`config.mk`:
```
export PLATFORM = sky130hd
export DESIGN_NAME = mem_stage
export DESIGN_NICKNAME = d
export VERILOG_FILES = /design/src/rtl/mem_stage.sv
export SDC_FILE = /design/constraint.sdc
export NUM_CORES = 1
export LEC_CHECK = 0
export CORE_ASPECT_RATIO = 0.75
export CORE_UTILIZATION = 44
export DETAILED_ROUTE_END_ITERATION = 16
export PLACE_DENSITY = 0.93
export SLEW_MARGIN = 0
export SYNTH_ARGS = -nofsm -noshare
export SYNTH_HDL_FRONTEND = slang
export SYNTH_SLANG_ARGS = --single-unit
export TNS_END_PERCENT = 30
```
`constraint.sdc`:
```
create_clock -name clk -period 8.83 [get_ports clk]
set_input_delay 0.883 -clock clk [delete_from_list [all_inputs] [get_ports clk]]
set_output_delay 0.883 -clock clk [all_outputs]
set_load 0.1 [all_outputs]
```
`src/rtl/mem_stage.sv`:
```
// Memory-access pipeline stage: req/ack handshake with a multi-cycle data memory plus the MEM/WB register.
// Optional misaligned-access trap enabled by defining MEM_ALIGN_CHECK_EN.
module mem_stage #(
    parameter int WIDTH = 64
) (
    input  logic             clk,
    input  logic             reset,
    input  logic             MemWrite,
    input  logic             MemToReg,
    input  logic             RegWrite,
    input  logic [4:0]       Rd,
    input  logic [WIDTH-1:0] ALUResult,
    input  logic [WIDTH-1:0] Db,
    output logic             dm_req,
    output logic             dm_we,
    output logic [WIDTH-1:0] dm_addr,
    output logic [WIDTH-1:0] dm_wdata,
    input  logic [WIDTH-1:0] dm_rdata,
    input  logic             dm_ack,
    output logic             mem_stall,
    output logic             RegWrite_out,
    output logic [4:0]       Rd_out,
    output logic [WIDTH-1:0] WBData_out,
    output logic             align_fault
);

    typedef enum logic [1:0] {
        ST_IDLE = 2'd0,
        ST_BUSY = 2'd1,
        ST_DONE = 2'd2
    } state_t;

    state_t           state_r, state_next_s;
    logic             access_s, start_s, mem_stall_s;
    logic             dm_req_r, dm_we_r;
    logic [WIDTH-1:0] dm_addr_r, dm_wdata_r, ld_buf_r;
    logic             reg_write_out_r;
    logic [4:0]       rd_out_r;
    logic [WIDTH-1:0] wb_data_out_r;

    assign access_s = MemWrite | MemToReg;

`ifdef MEM_ALIGN_CHECK_EN
    logic misaligned_s, fault_s, align_fault_r;
    assign misaligned_s = (ALUResult[2:0] != 3'd0);
    assign fault_s      = (state_r == ST_IDLE) && access_s && misaligned_s;
    assign start_s      = (state_r == ST_IDLE) && access_s && !misaligned_s;
    assign align_fault  = align_fault_r;

    // Fault pulse register: high for exactly the cycle after a trapped access
    always_ff @(posedge clk or posedge reset) begin
        if (reset) begin
            align_fault_r <= 1'b0;
        end else begin
            align_fault_r <= fault_s;
        end
    end
`else
    assign start_s     = (state_r == ST_IDLE) && access_s;
    assign align_fault = 1'b0;
`endif

    // Controller state register
    always_ff @(posedge clk or posedge reset) begin
        if (reset) begin
            state_r <= ST_IDLE;
        end else begin
            state_r <= state_next_s;
        end
    end

    // Next-state logic; DONE exists so the held EX/MEM instruction is not re-issued
    always_comb begin
        state_next_s = state_r;
        case (state_r)
            ST_IDLE: begin
                if (start_s) begin
                    state_next_s = ST_BUSY;
                end else begin
                    state_next_s = ST_IDLE;
                end
            end
            ST_BUSY: begin
                if (dm_ack) begin
                    state_next_s = ST_DONE;
                end else begin
                    state_next_s = ST_BUSY;
                end
            end
            ST_DONE: state_next_s = ST_IDLE;
            default: state_next_s = ST_IDLE;
        endcase
    end

    // Output decode: stall covers the issuing IDLE cycle and every BUSY cycle
    always_comb begin
        mem_stall_s = 1'b0;
        case (state_r)
            ST_IDLE: mem_stall_s = start_s;
            ST_BUSY: mem_stall_s = 1'b1;
            ST_DONE: mem_stall_s = 1'b0;
            default: mem_stall_s = 1'b0;
        endcase
    end

    assign mem_stall = mem_stall_s;

    // Memory request registers; address/data/direction latched once at issue
    always_ff @(posedge clk or posedge reset) begin
        if (reset) begin
            dm_req_r   <= 1'b0;
            dm_we_r    <= 1'b0;
            dm_addr_r  <= {WIDTH{1'b0}};
            dm_wdata_r <= {WIDTH{1'b0}};
        end else begin
            dm_req_r <= (state_next_s == ST_BUSY);
            if (start_s) begin
                dm_we_r    <= MemWrite;
                dm_addr_r  <= ALUResult;
                dm_wdata_r <= Db;
            end
        end
    end

    // Load buffer captures read data only on a BUSY-state ack
    always_ff @(posedge clk or posedge reset) begin
        if (reset) begin
            ld_buf_r <= {WIDTH{1'b0}};
        end else if ((state_r == ST_BUSY) && dm_ack) begin
            ld_buf_r <= dm_rdata;
        end
    end

    // MEM/WB register: bubble while stalled, otherwise forward the instruction result
    always_ff @(posedge clk or posedge reset) begin
        if (reset) begin
            reg_write_out_r <= 1'b0;
            rd_out_r        <= 5'd0;
            wb_data_out_r   <= {WIDTH{1'b0}};
        end else if (mem_stall_s) begin
            reg_write_out_r <= 1'b0;
            rd_out_r        <= 5'd0;
            wb_data_out_r   <= {WIDTH{1'b0}};
`ifdef MEM_ALIGN_CHECK_EN
        end else if (fault_s) begin
            reg_write_out_r <= 1'b0;
            rd_out_r        <= Rd;
            wb_data_out_r   <= ALUResult;
`endif
        end else begin
            reg_write_out_r <= RegWrite;
            rd_out_r        <= Rd;
            wb_data_out_r   <= MemToReg ? ld_buf_r : ALUResult;
        end
    end

    assign dm_req       = dm_req_r;
    assign dm_we        = dm_we_r;
    assign dm_addr      = dm_addr_r;
    assign dm_wdata     = dm_wdata_r;
    assign RegWrite_out = reg_write_out_r;
    assign Rd_out       = rd_out_r;
    assign WBData_out   = wb_data_out_r;

endmodule

```
After elaboration in Yosys (flattened, before gate mapping) --
Index checks and enable logic that the tools add are counted.
Cells by class: equal/unequal tests 2, order comparisons 0, divide/modulo/power cells 0, bitwise operators 1, reduce and logical (&&, ||, !) cells 3, add/subtract/negate cells 0, multipliers 0, multiplexer cells 8, shift-type cells 0
Operators by type and width (count):
- $mux 64 | 2
- $mux 5 | 1
- $eq 2x1->1 const B | 2
- $pmux 2 s2 | 1
- $logic_and 1x1->1 | 2
- $logic_not 2->1 | 1
- $mux 1 | 2
- $mux 2 | 1
- $pmux 1 s2 | 1
- $or 1x1->1 | 1
Storage, ports and cells: bits in latches 0, register bits 266, memories 0, memory bits (read-only) 0, input port bits 203, bits in writable memories 0, logic and storage cells 23, output and inout port bits 202

Depth between registers and ports, before layout --
depth in word-level cells 5, depth in mapped cells 5, depth with buffers taken out 3

Least setup slack after synthesis --
OpenSTA, ideal clock, no wires.
path type input port to output port, start point in MemToReg, end point out mem_stall, buffers on the path 1, data required time 7947 ps, arrival time 2577 ps, path slack 5370 ps, stages 3, path through buf_2 -> nor3_1 -> nor2_1
Between the ends: word-level cells in the longest chain between the ends 3
RTL lines:
- from (decl) | line 9 | input logic MemToReg,
- $or 1x1->1 | line 41 | assign access_s = MemWrite | MemToReg;
- $logic_and 1x1->1 | line 59 | assign start_s = (state_r == ST_IDLE) && access_s;
- $pmux 1 s2 | line 98 | case (state_r)
- to (decl) | line 20 | output logic mem_stall,
No other way between the ends.

Worst setup path in the final report --
Same ends and word-level chain as after synthesis.

==> impl_metrics.toml <==
[clocking]
cts_max_path_buffers = 3
cts_resized = 0
cts_hold_buf = 0
cts_root_buf = "clkbuf_16"
cts_buffers = 27
htree_levels = 1
cts_tree = "yes"
clock_latency_ps = 520
cts_sinks = 266
clkSlewWorstSetupHoldPaths_ps = 60
cts_post_setup_buffers_inserted = 0

[die]
start_util_pct = 44.8
die-area_um2 = 24000
die_w_um = 179
coreArea_um2 = 23000
die_h_um = 135
io_pins = 405
rows = 48

[yosys]
yosys.cell_types.count = 22
syn_nets = 785
syn_avg_cell_area_um2 = 17.7
yosysMostFrequentCell = "dfrtp_1"
syn_inst = 582
synth_edf_count = 0
async_flop_share_pct = 100
netlist_area_um2 = 10300
yosys.area.top_type = "dfrtp_1"
synth_warnings = 0
yosys_most_used_dff = "dfrtp_1"
ys_seq_elements = 266
yosysTopAreaCellShare_pct = 64.6
synth.area.top_cells = "dfrtp_1 65%, mux2_4 16%, mux2_2 9.0%"
ys_seq_area_share_pct = 64.6
yosys-top-cells-count = "266 x dfrtp_1, 111 x mux2_4, 82 x mux2_2"

[global_routing]
use_met2_pct = 39.9
grt_pass1_wl_mm = 42.0
grt_overflow = 0
grt_max_degree = 135
track_usage_pct = 22.9
antenna_found_initial = 1
busiest_layer = "met2"
grt_util_met1_pct = 26.0
grt_use_met3_pct = 8.59
grt_pass1_vias = 7319

[routing]
wirelength_mm = 28.4
drt-initial-drc-count = 246
wl_per_cell_um = 21.8
via_count = 6614
drtAntennaViolNets = 0
drt_first_pass_iters = 4
drc_errors = 0
viasPerCell = 5.09

[worst_hold_path]
worstHoldPathType = "reg2reg"
min_to = "WBData_out[15]"
min_from = "ld_buf_r[15]"
whs_path_depth = 1

[run_status]
outcome = "complete, no violations"

[sta]
rsz0062_at_grt = "false"
report.final.slew_viol_count = 0
setup_tns_ps = 0
final-setup-viol-count = 0
maxSlewHeadroom_pct = 27.0
tightest_slew_ps = 1100
clock.fmax_ghz = 0.241
clock_skew_ps = 9.84
min_period_over_period_pct = 47.1
hold_viol = 0
min_period_ps = 4160

[critical_path]
crit_buf_inv = 2
crit_required_ps = 7950
crit_chain = "clkdlybuf4s50_1, nor3_1, nor2_1, clkdlybuf4s50_1"
slowest_delay_ps = 1220
reg2reg_from = "state_r[0]"
reg2reg_depth = 4
ff2ff_setup_slack_ps = 5990
worst_setup_path_start_kind = "input port"
r2r-end = "dm_addr[0]"
worstSetupPathType = "in2out"
crit_top_cell = "clkdlybuf4s50_1"
crit_arrival_ps = 3270
critPathTopFamily = "buffers and inverters"
cp-end-kind = "primary output"
path_max_fanout = 7
slowest_stage = "clkdlybuf4s50_1"

[final_layout]
finalNetCount = 1187
drive_gt1_share_pct = 24.5
diodes = 0
fin_util_pct = 66.3
area_growth_syn_to_layout_pct = 48.0

[placed_design]
dp_hpwl_mm = 19.3
portBuffers = 403
place_congestion = 0.822

[flow_run]
maxCapViolCount = 0
## layout by cell type (no fill, tap or decap), drive strengths merged, types with 2 or more instances in the layout
cell type      netlist  final
a211oi               2      2
a22o                64     64
buf                 36      6
clkbuf               0     35
clkdlybuf4s50        0    403
clkinv               0      7
clkinvlp             0      2
dfrtp              266    266
inv                  3      3
mux2               193    193
nand2                2      2
nor2                 3      3
nor2b                6      6
## state kept, by name, indices dropped and copies added, names as in the netlist, 2 cells and up
| signal | count |
|---|---|
| ld_buf_r | 64 |
| Rd_out | 5 |
| dm_wdata | 64 |
| state_r | 2 |
| dm_addr | 64 |
| WBData_out | 64 |
## metal layers
metal,wire [µm],up-vias
li1,-,2892
met1,10700,3366
met2,14000,290
met3,2820,64
met4,890,2
met5,13,-
## worst max path at each step
| stage | cells past startpoint | endpoint | start |
|---|---|---|---|
| after floorplan | 1 | Rd_out[0] | reset |
| after detailed placement | 4 | mem_stall | MemToReg |
| final | 4 | mem_stall | MemToReg |
| after global routing | 4 | mem_stall | MemToReg |
| after global placement | 4 | mem_stall | MemToReg |
| after CTS | 4 | mem_stall | MemToReg |
## stage by stage
| stage | hold slack, ps | instance area, µm² | worst slack (ps) | instances |
|---|---|---|---|---|
| 2_1_floorplan | 467 | 10300 | 622 | 582 |
| 3_3_place_gp | 475 | 14400 | 4770 | 1255 |
| 3_5_place_dp | 484 | 14400 | 4700 | 1255 |
| 4_1_cts | 495 | 15200 | 4700 | 1300 |
| 5_1_grt | 515 | 15200 | 4590 | 1300 |
| 6_report | 492 | 15200 | 4670 | 1300 |
## layout make-up
| type | instances | area (µm²) |
|---|---|---|
| tap | 300 | 375 |
| fill | 1533 | 7750 |
| timing repair buffer | 409 | 4090 |
| multi-input combinational | 277 | 3290 |
| inverter | 3 | 18.8 |
| clock buffer | 35 | 736 |
| clock inverter | 10 | 80.1 |
| sequential | 266 | 6660 |
## cell families (layout without fill, tap and decap cells)
family,after synthesis,count (layout),synth area share (%)
muxes,193,193,25.1
AOI/OAI and AO/OA,69,69,5.92
other,1,1,0.0364
DFF,266,266,64.6
buffers and inverters,39,457,3.46
and+or+nand+nor,14,14,0.826
Power is left out: the tool's default activity adds up to more than one toggle a clock period on the data nets, which glitch-free logic cannot reach.
==> RTL edit 1: new RTL, same settings <==
Add a define of `MEM_ALIGN_CHECK_EN`.
--- a/src/rtl/mem_stage.sv
+++ b/src/rtl/mem_stage.sv
@@ -1,5 +1,7 @@
 // Memory-access pipeline stage: req/ack handshake with a multi-cycle data memory plus the MEM/WB register.
 // Optional misaligned-access trap enabled by defining MEM_ALIGN_CHECK_EN.
+`define MEM_ALIGN_CHECK_EN
+
 module mem_stage #(
     parameter int WIDTH = 64
 ) (
Formal check against the unedited RTL: not equivalent (Yosys sat finds a counterexample within 4 cycles, from zero or initial values and one cycle with reset high).
==> RTL edit 1 against the unedited design <==
Worst setup slack got worse by 1.2 ns. Maximum frequency decreased by 22%. Critical path depth increased by 3. Cell area increased by 3.7%. Sequential cell count increased by 1. Non-clock buffer count increased by 6. Core utilization increased by 1.4 points. First-iteration DRC count increased by 130%. Routed wire length increased by 14%. Synthesized area increased by 3.0%. Critical path type unchanged.
==> RTL edit 1: results (changes against the unedited design) <==
| Metric | Value |
|---|---|
| Slew @ Worst Pin | `1.07 ns (was 1.10 ns)` |
| Final setup skew | `0.0139 ns (was 0.00984 ns)` |
| Total track usage | `0.256 (was 0.229)` |
| Multiplexer area fraction after synthesis | `0.202 (was 0.251)` |
| Top post-synthesis cells by area | `dfrtp_1 63%, mux2_1 11%, mux2_2 9.5% (was dfrtp_1 65%, mux2_4 16%, mux2_2 9.0%)` |
| IO buf count | `404 (was 403)` |
| Pre-antenna DRT Iters | `5 (was 4)` |
| Post-synth top cells | `267 x dfrtp_1, 100 x mux2_1, 90 x mux2_2, 64 x a22oi_1, 64 x o211ai_1 (was 266 x dfrtp_1, 111 x mux2_4, 82 x mux2_2, 64 x a22o_1, 15 x buf_2)` |
| Clk root buf | `clkbuf_16 (unchanged)` |
| First-pass GRT wire length | `49100 µm (was 42000 µm)` |
| Worst R2R Path Depth | `6 (was 4)` |
| Synth cell types | `27 (was 22)` |
| Sequential area share after synthesis | `0.629 (was 0.646)` |
| Final RePlAce weighted congestion | `0.848 (was 0.822)` |
| Layout cells sized above 1 | `0.138 (was 0.245)` |
| Initial DRC count | `555 (was 246)` |
| Compound-Gate Fraction of Synth Area | `0.0972 (was 0.0592)` |
| Nets | `1324 (was 1187)` |
| Number of global-route vias before repair | `8475 (was 7319)` |
| Filler Cell Count | `1606 (was 1533)` |
| Post-synthesis net count | `951 (was 785)` |
| Largest net degree at the start of global routing | `142 (was 135)` |
| CP arrival | `4.46 ns (was 3.27 ns)` |
| CP max FO | `70 (was 7)` |
| Antenna violations before repair | `0 (was 1)` |
| Post CTS Setup Buffer Count | `0 (unchanged)` |
| Wire per inst | `22.4 µm (was 21.8 µm)` |
| Vias per inst | `5.55 (was 5.09)` |
| Status | `finished, final reports clean (unchanged)` |
## RTL edit 1: cell types whose count changed after synthesis, sizes merged, moves of 41 or more
cell    change
a22o       -64
o211ai     +64
nand3      +63
a22oi      +64
clkbuf     +41
## RTL edit 1: layer usage
| layer | track usage | vias to the layer above | part of all wire |
|---|---|---|---|
| li1 | - | 3496 | - |
| met1 | 0.308 | 4071 | 0.39 |
| met2 | 0.457 | 372 | 0.51 |
| met3 | 0.0742 | 54 | 0.083 |
| met5 | 0 | - | 0 |
| met4 | 0.0579 | 0 | 0.020 |
## RTL edit 1: layout make-up
type | instances | share of cell area
multi-input combinational | 406 | 0.228
timing repair buffer | 415 | 0.261
tap | 300 | 0.0237
inverter | 4 | 0.00142
clock buffer | 37 | 0.0495
sequential | 267 | 0.422
clock inverter | 12 | 0.0142
## RTL edit 1: cells by family after synthesis
| logic type | Yosys count |
|---|---|
| flops | 267 |
| mux | 190 |
| compound gates | 138 |
| simple gates | 78 |
| buf+inv | 75 |
## RTL edit 1: path summary, 6_finish.rpt
| path | from | endpoint | slack, ns |
|---|---|---|---|
| setup / recovery | ALUResult[0] | mem_stall | 3.49 |
| max in group asynchronous | reset | WBData_out[24]$_DFF_PP0_ | 6.32 |
| hold reg to reg | dm_addr[1]$_DFFE_PP0P_ | dm_addr[1]$_DFFE_PP0P_ | 0.49 |
| setup reg to reg | state_r[1]$_DFF_PP0_ | dm_wdata[46]$_DFFE_PP0P_ | 5.41 |
| hold / removal | dm_addr[1]$_DFFE_PP0P_ | dm_addr[1]$_DFFE_PP0P_ | 0.49 |
| min in group asynchronous | reset | dm_wdata[56]$_DFFE_PP0P_ | 0.99 |
## RTL edit 1: worst max-delay path, cell delays in order
cell and delay (ns):
clkdlybuf4s50_1 0.48, nor3_4 0.19, buf_4 0.63, a21o_2 0.24
buf_4 0.63, and2_1 0.22, clkdlybuf4s50_1 1.13
## RTL edit 1: power by group
part	internal (mW)	switching, mW
Clock	0.796	0.485
Combinational	0.618	1.83
Sequential	1.53	0.160
## RTL edit 1: stage by stage
step	util	cells	cell area (µm²)	setup WS, ns	hold slack (ns)
after global routing	0.677	1441	15800	3.35	0.497
after detailed placement	0.634	1392	14800	3.48	0.471
after CTS	0.677	1441	15800	3.47	0.490
after global placement	0.634	1392	14800	3.56	0.468
after floorplan	-	748	10600	0.593	0.480
final	0.677	1441	15800	3.49	0.486
==> RTL edit 2: new RTL, config.mk and constraints unchanged <==
Without the edit above. The 3 states of `state_t` get a one-hot encoding in 3 bits.
--- a/src/rtl/mem_stage.sv
+++ b/src/rtl/mem_stage.sv
@@ -24,10 +24,10 @@
     output logic             align_fault
 );
 
-    typedef enum logic [1:0] {
-        ST_IDLE = 2'd0,
-        ST_BUSY = 2'd1,
-        ST_DONE = 2'd2
+    typedef enum logic [2:0] {
+        ST_IDLE = 3'b001,
+        ST_BUSY = 3'b010,
+        ST_DONE = 3'b100
     } state_t;
 
     state_t           state_r, state_next_s;
Function: no difference found for any inputs over 4 cycles, from zero or initial values and one cycle with reset high; so few cycles prove little.
==> RTL edit 2 against the unedited design <==
Highest routed layer is now met4. Critical path type unchanged. Die area is 0.96% lower. Cell area is 0.97% higher. Hold slack worse by 0.010 ns. Routed wire length is 1.4% higher. Critical endpoint unchanged. First-iteration DRC count is 18% higher. Maximum frequency is 6.4% higher. Worst setup slack better by 0.25 ns. Sequential cell count is 1 higher. Via count is 5.9% higher. Synthesized area is 0.97% lower. Sequential share of layout area is 0.25 points lower. Global-route usage is 1.4 points higher. Critical path depth is 1 higher.
Power is left out: the tool's default activity adds up to more than one toggle a clock period on the data nets, which glitch-free logic cannot reach.
==> RTL edit 2: results (changes against the unedited design) <==
| Metric | Value |
|---|---|
| Vias per inst | `5.14 (was 5.09)` |
| Layout cells sized above 1 | `0.144 (was 0.245)` |
| Clk slew on worst S/H paths | `0.06 ns (about the same)` |
| Diodes inserted | `0 (unchanged)` |
| Antenna violations before repair | `0 (was 1)` |
| Worst-skew pair later-pin latency | `0.53 ns` |
| Number of global-route vias before repair | `7645 (was 7319)` |
| Mean Syn Cell Area | `15.6 µm² (was 17.7 µm²)` |
| Wire per inst | `21.1 µm (was 21.8 µm)` |
| Filler Cell Count | `1467 (was 1533)` |
| Detail Placement HPWL | `19800 µm (was 19300 µm)` |
| Area grow syn2layout | `50.9% (was 48.0%)` |
| Max-slew headroom | `0.284 (was 0.270)` |
| Pre-antenna DRT Iters | `4 (unchanged)` |
| Sequential area share after synthesis | `0.655 (was 0.646)` |
| Drt total wl | `28800 µm (was 28400 µm)` |
| Area after DPL | `14500 µm² (was 14400 µm²)` |
| CTS resizes | `0 (unchanged)` |
| Top post-synthesis cells by area | `dfrtp_1 65%, mux2_1 11%, mux2_2 10% (was dfrtp_1 65%, mux2_4 16%, mux2_2 9.0%)` |
| Place WS | `4.91 ns (was 4.70 ns)` |
| Final setup skew | `0.00783 ns (was 0.00984 ns)` |
| Placed cells | `1317 (was 1255)` |
| Asr flop ratio synth | `1.00 (unchanged)` |
| Total track usage | `0.243 (was 0.229)` |
| Largest net degree at the start of global routing | `131 (was 135)` |
| Final RePlAce weighted congestion | `0.837 (was 0.822)` |
| Clk root buf | `clkbuf_16 (unchanged)` |
| Initial DRC count | `290 (was 246)` |
| Post-synth top cells | `266 x dfrtp_1, 98 x mux2_1, 94 x mux2_2, 64 x a21oi_1, 64 x mux2i_1 (was 266 x dfrtp_1, 111 x mux2_4, 82 x mux2_2, 64 x a22o_1, 15 x buf_2)` |
| CP arrival | `3.02 ns (was 3.27 ns)` |
| Slowest CP cell | `clkdlybuf4s50_1 (unchanged)` |
| Status | `finished, final reports clean (unchanged)` |
| CTS Buf Count | `26 (was 27)` |
| Post-synthesis net count | `858 (was 785)` |
| IO buf count | `403 (unchanged)` |
| First-pass GRT wire length | `44200 µm (was 42000 µm)` |
| CP max FO | `2 (was 7)` |
| Hold crit path type | `reg -> reg (unchanged)` |
| Post CTS Setup Buffer Count | `0 (unchanged)` |
| # DRC | `0 (unchanged)` |
| CP delay by family, top | `buffers and inverters (unchanged)` |
| Synth cell types | `23 (was 22)` |
| H-Tree Depth | `1 (unchanged)` |
| Max stage delay on crit path | `1.19 ns (was 1.22 ns)` |
==> RTL edit 2: cell count changes in the layout (fill, tap and decap cells not counted), sizes merged, moves of 2 or more <==
cell,delta
a211oi,-2
a21boi,+6
a21oi,+64
a22o,-63
buf,+5
bufinv,+3
clkbuf,+3
clkinv,-3
mux2i,+64
nand2b,+2
nor2,-2
nor2b,-6
o211a,+2
==> RTL edit 2: cells by family after synthesis <==
group,share of synthesized area
other cells,0.000368
buf+inv,0.0255
flops,0.655
compound gates,0.0391
mux,0.275
simple gates,0.00515
==> RTL edit 2: layer usage <==
| metal | GRT usage | routed length, µm |
|---|---|---|
| met5 | 0 | 0 |
| met4 | 0.0712 | 821 |
| met3 | 0.0777 | 2570 |
| met2 | 0.419 | 14400 |
| met1 | 0.292 | 11000 |
==> RTL edit 2: final cells by class <==
cell class,count,area share
Sequential cell,267,0.434
Clock inverter,9,0.00983
Inverter,3,0.00122
Timing Repair Buffer,413,0.267
Clock buffer,38,0.0511
Tap cell,294,0.0239
Multi-Input combinational cell,340,0.213
==> RTL edit 2: final timing paths <==
| kind | start | endpoint | slack (ns) | depth (start not counted) |
|---|---|---|---|---|
| min | dm_addr[53]$_DFFE_PP0P_ | dm_addr[53]$_DFFE_PP0P_ | 0.48 | 1 |
| max | MemWrite | mem_stall | 4.93 | 5 |
| min reg2reg | dm_addr[53]$_DFFE_PP0P_ | dm_addr[53]$_DFFE_PP0P_ | 0.48 | 1 |
| max in group asynchronous | reset | dm_addr[11]$_DFFE_PP0P_ | 6.38 | 3 |
| min in group asynchronous | reset | WBData_out[23]$_DFF_PP0_ | 0.95 | 2 |
| max reg2reg | state_r[0]$_DFF_PP1_ | dm_wdata[38]$_DFFE_PP0P_ | 6.17 | 5 |
